**src/rtl/rename_stage_pkg.sv**
```systemverilog
// rename_stage_pkg: shared widths, sizes and register-index types for the rename stage
package rename_stage_pkg;
    localparam int AREG_W    = 5;
    localparam int PREG_W    = 7;
    localparam int FL_DEPTH  = 96;
    localparam int UOP_W     = 32;
    localparam int ARCH_REGS = 32;
    localparam int FL_BASE   = 32;
    typedef logic [AREG_W-1:0] areg_t;
    typedef logic [PREG_W-1:0] preg_t;
endpackage

```
**src/rtl/rename_stage_rat.sv**
```systemverilog
// rat_checkpoint: speculative map table with one shadow copy for branch recovery
module rat_checkpoint
    import rename_stage_pkg::*;
(
    input  logic  clk,
    input  logic  reset,
    input  areg_t rs1,
    input  areg_t rs2,
    input  areg_t rd,
    output preg_t ps1,
    output preg_t ps2,
    output preg_t pd_old,
    input  logic  we,
    input  preg_t wd,
    input  logic  save,
    input  logic  restore
);
    preg_t rat    [ARCH_REGS];
    preg_t shadow [ARCH_REGS];

    assign ps1    = rat[rs1];
    assign ps2    = rat[rs2];
    assign pd_old = rat[rd];

    always_ff @(posedge clk) begin
        if (reset) begin
            for (int i = 0; i < ARCH_REGS; i++) begin
                rat[i]    <= preg_t'(i);
                shadow[i] <= preg_t'(i);
            end
        end else begin
            if (restore)
                rat <= shadow;
            else if (we)
                rat[rd] <= wd;
            // the snapshot already includes the branch uop's own destination
            if (save)
                for (int i = 0; i < ARCH_REGS; i++)
                    shadow[i] <= (we && rd == areg_t'(i)) ? wd : rat[i];
        end
    end
endmodule

```
**src/rtl/rename_stage.sv**
```systemverilog
// rename_stage: maps arch regs to phys regs, pops the free list, holds one branch checkpoint
module rename_stage
    import rename_stage_pkg::*;
(
    input  logic                             clk,
    input  logic                             reset,
    input  logic                             in_valid,
    output logic                             in_ready,
    input  areg_t                            in_rs1,
    input  areg_t                            in_rs2,
    input  areg_t                            in_rd,
    input  logic                             in_has_rd,
    input  logic                             in_is_branch,
    input  logic [UOP_W-1:0]                 in_uop,
    output logic                             out_valid,
    input  logic                             out_ready,
    output preg_t                            out_ps1,
    output preg_t                            out_ps2,
    output preg_t                            out_pd_new,
    output preg_t                            out_pd_old,
    output areg_t                            out_rd,
    output logic                             out_has_rd,
    output logic                             out_is_branch,
    output logic [UOP_W-1:0]                 out_uop,
    input  logic                             fl_empty,
    input  preg_t                            fl_pd_new,
    output logic                             fl_read_en,
    input  logic [FL_DEPTH-1:0][PREG_W-1:0]  fl_list_in,
    input  preg_t                            fl_r_ptr_in,
    input  preg_t                            fl_w_ptr_in,
    output logic [FL_DEPTH-1:0][PREG_W-1:0]  cp_list,
    output preg_t                            cp_r_ptr,
    output preg_t                            cp_w_ptr,
    input  logic                             branch_resolve,
    input  logic                             mispredict,
    output logic                             cp_valid
);
    logic  needs_pd, fire, save;
    preg_t ps1, ps2, pd_old;

    // x0 is hardwired, so it never consumes a physical register
    assign needs_pd   = in_has_rd && in_rd != '0;
    assign in_ready   = !mispredict && (!out_valid || out_ready) && !(needs_pd && fl_empty)
                        && !(in_is_branch && cp_valid && !branch_resolve);
    assign fire       = in_valid && in_ready;
    assign fl_read_en = fire && needs_pd;
    assign save       = fire && in_is_branch;

    rat_checkpoint u_rat (
        .clk     (clk),
        .reset   (reset),
        .rs1     (in_rs1),
        .rs2     (in_rs2),
        .rd      (in_rd),
        .ps1     (ps1),
        .ps2     (ps2),
        .pd_old  (pd_old),
        .we      (fl_read_en),
        .wd      (fl_pd_new),
        .save    (save),
        .restore (mispredict && cp_valid)
    );

    always_ff @(posedge clk) begin
        if (reset) begin
            out_valid     <= 1'b0;
            out_ps1       <= '0;
            out_ps2       <= '0;
            out_pd_new    <= '0;
            out_pd_old    <= '0;
            out_rd        <= '0;
            out_has_rd    <= 1'b0;
            out_is_branch <= 1'b0;
            out_uop       <= '0;
        end else if (mispredict) begin
            out_valid <= 1'b0;
        end else if (fire) begin
            out_valid     <= 1'b1;
            out_ps1       <= ps1;
            out_ps2       <= ps2;
            out_pd_new    <= needs_pd ? fl_pd_new : '0;
            out_pd_old    <= pd_old;
            out_rd        <= in_rd;
            out_has_rd    <= in_has_rd;
            out_is_branch <= in_is_branch;
            out_uop       <= in_uop;
        end else if (out_ready) begin
            out_valid <= 1'b0;
        end
    end

    always_ff @(posedge clk) begin
        if (reset) begin
            cp_valid <= 1'b0;
            cp_r_ptr <= '0;
            cp_w_ptr <= '0;
            for (int i = 0; i < FL_DEPTH; i++)
                cp_list[i] <= preg_t'(i + FL_BASE);
        end else if (mispredict) begin
            cp_valid <= 1'b0;
        end else if (save) begin
            cp_valid <= 1'b1;
            cp_list  <= fl_list_in;
            cp_w_ptr <= fl_w_ptr_in;
            cp_r_ptr <= !needs_pd ? fl_r_ptr_in
                      : (fl_r_ptr_in == preg_t'(FL_DEPTH - 1)) ? '0 : fl_r_ptr_in + 1'b1;
        end else if (branch_resolve) begin
            cp_valid <= 1'b0;
        end
    end
endmodule

```
**config.mk**
```make
export PLATFORM = sky130hd
export DESIGN_NAME = rename_stage
export DESIGN_NICKNAME = d
export VERILOG_FILES = /design/src/rtl/rename_stage_pkg.sv /design/src/rtl/rename_stage_rat.sv /design/src/rtl/rename_stage.sv
export SDC_FILE = /design/constraint.sdc
export NUM_CORES = 2
export LEC_CHECK = 0
export ABC_AREA = 1
export BUFFER_PORTS_ARGS = -buffer_cell sky130_fd_sc_hd__buf_2
export CAP_MARGIN = 25
export CORE_AREA = 2 2 585 587
export DETAILED_ROUTE_END_ITERATION = 8
export DIE_AREA = 0 0 587 589
export GPL_ROUTABILITY_DRIVEN = 1
export PLACE_DENSITY_LB_ADDON = 0.05
export SYNTH_ARGS = -nofsm -noshare
export SYNTH_HDL_FRONTEND = slang
export SYNTH_HIERARCHICAL = 1
export SYNTH_SLANG_ARGS = --single-unit
export TNS_END_PERCENT = 20
```
**constraint.sdc**
```tcl
create_clock -name clk -period 5 [get_ports clk]
set_input_delay 0.25 -clock clk [delete_from_list [all_inputs] [get_ports clk]]
set_output_delay 0.25 -clock clk [all_outputs]
set_load 0.02 [all_outputs]
```
==> reports/metrics.csv <==
metric,value,unit
status,"complete, no violations",
synth cell count leaders,"nand2_1, dfxtp_1, nand3_1, a21oi_1, inv_1",
largest net degree at the start of global routing,187,
CP Launch Type,input port,
Comb pwr share,14.2,%
YS warnings,6,
synthesis-stage register bit count,1203,
Post-CTS Setup Inserts,0,
crit-path max FO,19,
Worst Path Arrival,4050,ps
vias in the first global route,60030,
total track usage,24.06,%
fin cells,14510,
Crit path required time,5760,ps
cell with the most instances after synthesis,nand2_1,
cell area after placement,64480,sq um
max incr delay on CP,750,ps
Pleak,35.68,nW
initial antenna violation count,176,
"Net Count, Synth",8617,
I/O pin count,1506,
CTS HTree Levels,4,
area share of the leading cell type in the synthesized netlist,45.50,%
first-pass GRT wire length,573200,um
Post-CTS Resized,0,
final hold violations,0,
Fin Setup TNS,0,ps
slew of the pin with the lowest slew margin,1238,ps
Clk pwr share,47.5,%
Inserted Clock Buffers,175,
Syn Area/Cell,6.728,sq um
Max Slew Vio Count,0,
Gate Count Post-Synth,7867,
"EDFF count, synth",0,
Nets,10560,
Hold Slack,15.94,ps
hold crit path type,in -> reg,
sw power,8.070,mW
CTS tree,built,
Sw Share,30.36,%
Syn-to-layout area delta,46.46,%
hold_buf cts,733,
crit share post-route,65.85,%
hold path cells,3,
Worst path slowest cell,nor2_4,
PD cells,342.9,nW/um^2
"Distinct cells, synth",32,
"Async S/R FF share, synth",0,%
Max Fclk,303.7,MHz
dominant register cell in the synthesized netlist,dfxtp_1,
worst setup margin,1708,ps
proportion of layout cells with a drive suffix above 1,19.69,%
Die W,587,um
Initial DRT Pass Iterations,6,
# rows,214,
Setup-failing EPs final,0,
RSZ-0062 raised after global routing,no,
DP HPWL,334200,um
drt total wl,432800,um
Clk Tree Root Cell,clkbuf_16,
port bufs,1505,
min cycle time layout,3292,ps
Final ANT Viol Nets,0,
cell repeated most along the worst path,nand2_1,
clock sinks,1203,
Via density,4.313,
critical-path cell list,"dlygate4sd3_1, buf_2, nor2_1, nand3_1, nand2_1, nor2_4, buf_4, nand4_2, o21ai_0, nand2_1, nand2_1",
Netlist Area Pre-Place,52930,sq um
DR vias,62580,
Maximum Capacitance Violations,0,
DRC,0,
synth top area cells,"dfxtp_1, nand2_1, nand3_1",
Worst slew margin,17.49,%
Worst Reg-to-Reg Cells,10,
initial DRC count,4561,
placed insts,13430,
Max Root-Sink Buffers,4,
clk slew on worst S/H paths,60,ps
"worst slack, placed",1490,ps
Die Height,589,um
WL/cell,29.83,um
grt total ovfl,0,
Worst-Skew Late Latency,880,ps
Core Region,339000,sq um
initial cell density of the core,15.61,%
Crit. End Element,flop,
RePlAce Congestion,0.9059,
sequential element share of the synthesized area,45.50,%
maximum vdd drop,0.2398,mV
"Worst Path Class, Setup",in -> reg,
post-route cell area,77520,sq um
final clock skew,60.50,ps
internal cell power,18.51,mW
largest area contributor in the netlist,dfxtp_1,
Reg power frac,38.3,%
total die area,345700,sq um
## routing by layer
metal / GRT usage, % / up-vias / wire [um]
met5: 0 / - / 73
met4: 4.545 / 10 / 9427
met3: 6.701 / 483 / 32290
met2: 39.74 / 2096 / 199500
met1: 31.23 / 30780 / 191500
li1: - / 29210 / -
## sequential cells by signal, summed over array words and instances (netlist names), 5 cells and up
register	count
cp_list	672
u_rat/rat	224
u_rat/shadow	224
out_uop	32
cp_r_ptr	7
cp_w_ptr	7
out_pd_new	7
out_pd_old	7
out_ps1	7
out_ps2	7
out_rd	5
## final timing paths
kind	slack (ps)	start	end
min reg2reg	410	u_rat/shadow[29]	u_rat/rat[29]
max reg2reg	1720	out_valid	u_rat/shadow[9]
min	20	fl_list_in[99]	cp_list[99]
max	1710	in_rd[1]	u_rat/shadow[9]
## through the flow
step / utilization, % / power [mW]
after floorplan: - / 11.83
after global placement: 19.02 / 13.60
after detailed placement: 19.02 / 13.60
after CTS: 22.83 / 27.18
after global routing: 22.85 / 27.72
final: 22.87 / 26.58
## power groups by stage
stage	combinational (mW)	clock [mW]	sequential, mW
2_1_floorplan	1.23	0	10.6
3_3_place_gp	3.22	0	10.4
3_5_place_dp	3.22	0	10.4
4_1_cts	3.83	13.2	10.2
5_1_grt	4.04	13.5	10.2
6_report	3.77	12.6	10.2
## kinds of logic after synthesis
group	share of synthesized area, %
adders and majority gates	0.02364
xor gates and xnor gates	0.03310
AOI/OAI and AO/OA	11.78
buffers and inverters	8.224
DFF	45.50
and+or+nand+nor	34.44
## critical path, delay by kind of cell
kind | cells | cell delay (ps)
compound gates | 1 | 470
simple gates | 7 | 1910
buf+inv | 3 | 1340
## cells in the final DEF, fill, tap and decap left out, types with 6 or more instances in the layout
cell,synthesis,routed
diode_2,0,41
a21oi_1,802,802
nor2_1,274,272
bufinv_16,0,6
o21ai_1,43,43
inv_1,393,382
inv_2,30,34
clkbuf_8,0,38
nand2_2,13,13
nand3_1,963,963
clkinv_2,0,24
clkbuf_1,343,49
dlygate4sd3_1,0,734
buf_2,98,1501
nor2_2,7,7
buf_4,21,80
nor2_4,25,27
a22oi_1,39,39
buf_12,0,23
o21ai_0,263,263
o221ai_1,6,6
clkbuf_16,0,176
nand2_1,3164,3164
o211ai_1,38,38
dfxtp_1,1203,1203
## layout make-up
cell class / instances / area [sq um]
well taps: 4536 / 5675
fillers: 38680 / 261500
flip-flops and latches: 1203 / 24080
multi-input cells: 5659 / 24520
diodes: 41 / 102.6
clock inverters: 40 / 452.9
clock buffers: 263 / 5111
inverters: 426 / 1633
repair buffers: 2340 / 15950
No activity file was read; power rests on OpenSTA's default activity.
